==> config.mk <==
export PLATFORM = sky130hd
export DESIGN_NAME = icache
export DESIGN_NICKNAME = d
export VERILOG_FILES = /design/src/rtl/icache.sv
export SDC_FILE = /design/constraint.sdc
export NUM_CORES = 1
export LEC_CHECK = 0
export ABC_CLOCK_PERIOD_IN_PS = 7500
export CORE_MARGIN = 3
export CORE_UTILIZATION = 50
export CTS_BUF_LIST = sky130_fd_sc_hd__clkbuf_2
export CTS_CLUSTER_DIAMETER = 150
export CTS_CLUSTER_SIZE = 24
export DETAILED_ROUTE_END_ITERATION = 8
export PLACE_DENSITY = 0.68
export SETUP_SLACK_MARGIN = 0.15
export SYNTH_ARGS = -nofsm -noshare
export SYNTH_HDL_FRONTEND = slang
export SYNTH_SLANG_ARGS = --single-unit
==> constraint.sdc <==
create_clock -name CLK -period 7.5 [get_ports CLK]
set_input_delay 1.5 -clock CLK [delete_from_list [all_inputs] [get_ports CLK]]
set_output_delay 1.5 -clock CLK [all_outputs]
set_load 0.02 [all_outputs]
==> src/rtl/icache.sv <==
// Direct-mapped, one-word-per-block read-only instruction cache.
// Hits are served combinationally; a miss is filled through IDLE/FILL.
module icache #(
  parameter int SETS   = 16,
  parameter int ADDR_W = 32
) (
  input  logic              CLK,
  input  logic              nRST,
  input  logic              imemREN,
  input  logic [ADDR_W-1:0] imemaddr,
  output logic              ihit,
  output logic [ADDR_W-1:0] imemload,
  output logic              iREN,
  output logic [ADDR_W-1:0] iaddr,
  input  logic              iwait,
  input  logic [ADDR_W-1:0] iload,
  output logic [31:0]       miss_count
);

  localparam int IDX_W = $clog2(SETS);
  localparam int TAG_W = ADDR_W - IDX_W - 2;
  localparam int WA_W  = ADDR_W - 2;

  typedef enum logic {IDLE, FILL} state_e;

  state_e            state_q;
  logic [WA_W-1:0]   fill_wa_q;
  logic [31:0]       miss_count_q;
  logic [SETS-1:0]   valid_q;
  logic [TAG_W-1:0]  tag_q  [SETS];
  logic [ADDR_W-1:0] data_q [SETS];

  logic [IDX_W-1:0] idx;
  logic [TAG_W-1:0] tag;
  logic [IDX_W-1:0] fill_idx;
  logic [TAG_W-1:0] fill_tag;
  logic             hit;
  logic             miss;
  logic             fill_done;
  logic             unused;

  assign unused   = ^imemaddr[1:0];
  assign idx      = imemaddr[IDX_W+1:2];
  assign tag      = imemaddr[ADDR_W-1:IDX_W+2];
  assign fill_idx = fill_wa_q[IDX_W-1:0];
  assign fill_tag = fill_wa_q[WA_W-1:IDX_W];

  always_comb begin
    hit       = 1'b0;
    miss      = 1'b0;
    fill_done = 1'b0;
    if (state_q == IDLE) begin
      hit  = imemREN & valid_q[idx] & (tag_q[idx] == tag);
      miss = imemREN & ~hit;
    end else begin
      fill_done = ~iwait;
    end
  end

  assign ihit       = hit;
  assign imemload   = hit ? data_q[idx] : '0;
  assign iREN       = (state_q == FILL);
  assign iaddr      = iREN ? {fill_wa_q, 2'b00} : '0;
  assign miss_count = miss_count_q;

  always_ff @(posedge CLK or negedge nRST) begin
    if (!nRST) begin
      state_q      <= IDLE;
      fill_wa_q    <= '0;
      miss_count_q <= '0;
      valid_q      <= '0;
    end else begin
      unique case (state_q)
        IDLE: begin
          if (miss) begin
            state_q   <= FILL;
            fill_wa_q <= imemaddr[ADDR_W-1:2];
            if (miss_count_q != 32'hFFFF_FFFF)
              miss_count_q <= miss_count_q + 32'd1;
          end
        end
        FILL: begin
          if (fill_done) begin
            state_q           <= IDLE;
            valid_q[fill_idx] <= 1'b1;
          end
        end
        default: state_q <= IDLE;
      endcase
    end
  end

  // Tag/data need no reset: a frame is only read once its valid bit is set.
  always_ff @(posedge CLK) begin
    if (fill_done) begin
      tag_q[fill_idx]  <= fill_tag;
      data_q[fill_idx] <= iload;
    end
  end

endmodule

# Word level (Yosys, flattened, before mapping)
# Memory sizes are Yosys's and may differ from the RTL's.
# Index checks and enable logic that the tools add are counted.
dict set report classes {
  add_sub_neg 1
  order_cmp 3
  n_eq_ne 2
  mux 14
  bitwise_logic 7
  reduce_logical 4
}
# op n
set ops {}
lappend ops {{32-bit 2-to-1 mux} 2}
lappend ops {{32-bit by 1-bit adder with 32-bit output (second input constant)} 1}
lappend ops {{32-bit != test (second input constant)} 1}
lappend ops {{26-bit equality test} 1}
lappend ops {{16-bit bitwise OR} 1}
lappend ops {{4-bit by 5-bit less-than comparator with 1-bit output (second input constant)} 2}
lappend ops {{1-bit 2-to-1 mux} 9}
lappend ops {{1-bit binary-select mux with 4-bit select} 1}
lappend ops {{1-bit demux with 4-bit select} 1}
lappend ops {{4-bit by 1-bit greater-or-equal comparator with 1-bit output (second input constant)} 1}
lappend ops {{2-bit AND reduction} 2}
lappend ops {{1-bit bitwise AND} 3}
lappend ops {{1-bit NOT} 3}
lappend ops {{3-bit AND reduction} 1}
lappend ops {{1-bit case mux with 2 select lines} 1}
lappend ops {{1-bit logical AND} 1}
dict set report word_totals {
  regBits 79
  mem_bits_rw 928
  output_inout_bits 98
  wordCells 37
  n_memories 2
}
# memory depth width rd rd_ports_with_merged_regs wr line
set mem_list {}
lappend mem_list {data_q 16 32 1 0 1 31} ;# logic [ADDR_W-1:0] data_q [SETS];
lappend mem_list {tag_q 16 26 1 0 1 30} ;# logic [TAG_W-1:0] tag_q [SETS];

# Logic depth before layout (Yosys ltp)
dict set report depth {
  depth_word 9
  ltp_mapped 16
  mapped_depth_nobuf 10
}

# Least setup slack after synthesis
# OpenSTA, ideal clock, no wires.
dict set report synth_path {
  path_kind {input port to flip-flop}
  from {input port iwait}
  to {register valid_q[0]}
  arrival_ns 6.485
  t_required_ns 7.411
  setup_slack_ns 0.925
  cell_stages 4
  path_cell_list {nand2b_1 > or3_1 > nor3_1 > or2_2}
}
dict set report synth_between {
  elab_chain_len 3
}
# item line
set synth_lines {}
lappend synth_lines {{start: declaration} 15} ;# input logic iwait,
lappend synth_lines {{1-bit NOT} 56} ;# fill_done = ~iwait;
lappend synth_lines {{1-bit 2-to-1 mux} 52} ;# if (state_q == IDLE) begin
lappend synth_lines {{2-bit AND reduction (no source line)} --}
lappend synth_lines {{end signal: assignment} 71} ;# valid_q <= '0;
lappend synth_lines {{end signal: indexed assignment} 85} ;# valid_q[fill_idx] <= 1'b1;
lappend synth_lines {{end: declaration} 29} ;# logic [SETS-1:0] valid_q;
# No other way between the ends.
# A chain may end at the register's enable or synchronous reset.

# Worst setup path in the final report
dict set report layout_path {
  from {input port imemaddr[4]}
  to {output port imemload[22]}
}
dict set report layout_between {
  elab_chain_len 6
  elab_cells_between_ends 9
  classes_between {eq/ne (1); mux (4); bitwise (2); memory (2)}
}
# item line
set layout_lines {}
lappend layout_lines {{start: declaration} 10} ;# input logic [ADDR_W-1:0] imemaddr,
lappend layout_lines {{parallel branches: the longest is 5 deep, another holds memory 16 x 26 bit} --}
lappend layout_lines {{32-bit 2-to-1 mux *} 61} ;# assign imemload = hit ? data_q[idx] : '0;
lappend layout_lines {{end: declaration} 12} ;# output logic [ADDR_W-1:0] imemload,
# Mark *: on every way between the ends. The select of a mux whose other input is x is not followed.

==> metrics.txt <==
Final nets=2013; Tot GR Track Use=0.2088; clock tree buffer depth=3; CP arrival=5440 ps; CTS H-tree depth=2; Synth cell types=54; Crit path buffers/inverters=4; Mapped Cells=1777; PD cells=222.9 mW/mm²; Worst R2R Path Depth=10; maximum clock rate=0.1441 GHz; CP Capture Type=output port; CTS Buf Count=47; critical-path cell list=buf_8, buf_4, mux4_2, mux2i_1, xnor2_1, mux2i_1, o2111ai_1, a2111oi_2, nand4b_1, buf_4, and2b_1, clkdlybuf4s50_1; Root Buffer=clkbuf_2; CTS clk-pin slew, worst paths=380 ps; DR vias/cell=5.997; Ys Warns=0; crit-path max cell delay=600 ps; drt pass-1 iters=5; residual DRC count=0; GP Congestion=0.7362; critical path peak fanout=48; Hold Path Cell Cnt=1; via count=18.15k; initial core utilization=0.5074; # IOs=166; Final Hold Fails=0; detailed-placement wirelength estimate=45180 µm; Max Cap Viol=0; Chip Height=287.1 µm; layout cell share with drive strength beyond 1=0.2360; TritonCTS clock tree=done; WHS Endpoint=valid_q[3]; Worst Clk Skew=171.1 ps; initial antenna violation count=6; Area Overhead vs Synth=8.707%; CP top delay family=buffers and inverters; DRT iter0 DRCs=1821; max-slew violations=0; Reg-to-Reg Start=tag_q[13][23]; Clk Latency, worst-skew pair=1300 ps; EDFF count, synth=928; final setup TNS=0 ps; synthesis-stage register bit count=1007; CTS resizes=0; unrepaired setup endpoints after global routing=false; total congestion overflow=0; status=finished clean; vias in the first global route=18.96k; Util after Layout=0.5516; Routed WL per cell=28.01 µm; number of port buffers=161; worst hold path class=reg2reg; sequential-to-total area share from yosys stat=0.7555; crit start category=input pin; core outline area=0.07785 mm²; drt total wl=84780 µm; Rows=102; # setup viols final=0; clock sink total=1007; Peak VDD IR=0.1617 mV; Async S/R FF share, synth=0.07845; FF-to-FF End=miss_count[1]; Routed Antenna Nets=0; Syn Area/Cell=22.23 µm²; area of the mapped netlist=0.03950 mm²; Crit-path slowest cell=clkdlybuf4s50_1; Worst slew margin=0.2799; flop2flop setup slack=3820 ps; HP Start=valid_q[3]; largest net degree at the start of global routing=64; prevailing post-synth register cell=edfxtp_1; critical path type=in2out; period utilization=0.9254; Die W=287.1 µm; Req. time, crit path=6000 ps; Die Footprint=0.08242 mm²; first-pass GRT wire length=126100 µm; minimum clock period=6941 ps; leak pwr=13.65 nW; Worst-Margin Slew=1080 ps
==> power breakdown <==
group / leakage (nW) / switching, mW / total (mW) / internal, mW
clock network: 0.381 / 1.53 / 1.88 / 0.355
registers: 9.34 / 0.214 / 6.70 / 6.49
logic: 3.93 / 0.516 / 0.985 / 0.469
==> registers in the layout, indices dropped and copies added, names as in the netlist <==
register    flops
iREN            1
fill_wa_q      30
data_q        512
valid_q        16
tag_q         416
miss_count     32
==> worst max-delay path by stage <==
stage,start,end,slack (ps),cells past startpoint
floorplan,iwait,valid_q[0],930,4
global placement,imemaddr[4],imemload[22],490,11
detailed placement,imemaddr[4],imemload[22],510,12
CTS,imemaddr[4],imemload[22],500,12
global route,imemaddr[2],imemload[22],280,11
finish,imemaddr[4],imemload[22],560,12
==> cell usage after synthesis, types with 4 or more instances <==
cell type	instances	area (µm²)
edfxtp_1	928	27870
mux4_2	256	5766
dfrtp_1	79	1977
mux2i_1	70	700.7
xnor2_1	51	446.7
and2_1	36	225.2
clkbuf_1	35	131.4
nor2b_1	32	200.2
mux2_4	29	435.4
buf_2	28	140.1
nor2_1	28	105.1
nand3_1	23	115.1
xor2_1	23	201.4
nand4_1	17	106.4
and3_1	16	100.1
or2_2	16	100.1
nand2_1	15	56.30
buf_4	12	90.09
buf_6	9	101.4
nor3_1	7	35.03
mux2_2	5	56.30
nand2b_1	5	31.28
a21oi_1	4	20.02
a22oi_1	4	30.03
inv_1	4	15.01
==> worst reg2reg max path, delay by kind of cell (launching register included) <==
family | cells | cell delay (ps)
multiplexers | 3 | 1290
AND/OR/NAND/NOR | 4 | 1070
AO/OA/AOI/OAI | 2 | 410
buffers and inverters | 1 | 390
flip-flops | 1 | 460
==> cell families (layout without fill, tap and decap cells) <==
kind of cell | count (synthesis) | after routing | share of synthesized area
simple gates | 205 | 205 | 0.02942
other cells | 1 | 6 | 0.00009493
flops | 1007 | 1007 | 0.7555
buf+inv | 95 | 300 | 0.01346
compound gates | 31 | 31 | 0.006715
fa+ha+maj | 1 | 1 | 0.0003167
mux | 363 | 363 | 0.1781
xor+xnor | 74 | 74 | 0.01641
==> metal layers <==
metal  global-route usage  wire [µm]  part of all wire
met4              0.03742       1274             0.015
met5                    0         38           0.00045
met3              0.03093       5248             0.062
met1               0.2987      35640              0.42
met2               0.3502      42570              0.50
==> per-stage QoR <==
stage / area [µm²] / setup slack (ps) / cells / power (mW) / hold slack [ps]
2_1_floorplan: 39510 / 925.4 / 1778 / 7.369 / 433.7
3_3_place_gp: 42430 / 491.8 / 2934 / 7.783 / 445.8
3_5_place_dp: 42430 / 514.4 / 2934 / 7.827 / 450.2
4_1_cts: 42930 / 501.1 / 3023 / 9.663 / 369.3
5_1_grt: 42940 / 276.7 / 3025 / 9.958 / 392.6
6_report: 42940 / 559.3 / 3027 / 9.572 / 511.5
==> layout make-up <==
type / count / area, µm²
tap: 1040 / 1301
timing repair buffer: 206 / 2027
clock buffer: 85 / 425.4
fill: 5829 / 34910
multi-input combinational: 676 / 9243
clock inverter: 3 / 67.56
inverter: 6 / 25.02
antenna: 4 / 10.01
sequential: 1007 / 29840
==> cell usage in the layout (no fill, tap or decap), types with 3 or more instances in the layout <==
cell type / synthesis / routed
nor3_2: 0 / 4
mux4_1: 3 / 3
o21ai_0: 3 / 3
clkbuf_2: 0 / 85
buf_12: 1 / 6
a21oi_1: 4 / 4
xnor2_1: 51 / 51
dfrtp_1: 79 / 78
clkdlybuf4s50_1: 0 / 156
nor2b_1: 32 / 32
edfxtp_1: 928 / 928
and2_1: 36 / 36
nand3_1: 23 / 23
nand4_1: 17 / 17
xor2_1: 23 / 23
diode_2: 0 / 4
nand2_1: 15 / 15
mux2_4: 29 / 29
mux2i_1: 70 / 70
nor3_1: 7 / 3
mux4_2: 256 / 256
a31oi_1: 3 / 3
a22o_1: 3 / 3
inv_1: 4 / 4
buf_4: 12 / 40
and2b_1: 3 / 3
nor2_4: 0 / 12
or2_2: 16 / 16
mux2_2: 5 / 5
and3_1: 16 / 16
nor2_1: 28 / 16
a22oi_1: 4 / 4
nand2b_1: 5 / 5
==> what timing repair did <==
item / in CTS / in global routing
hold endpoints to repair: 16 / 0
buffers inserted: 0 / 0
hold buffers: 1 / 0
Power figures use the tool's default switching activity.
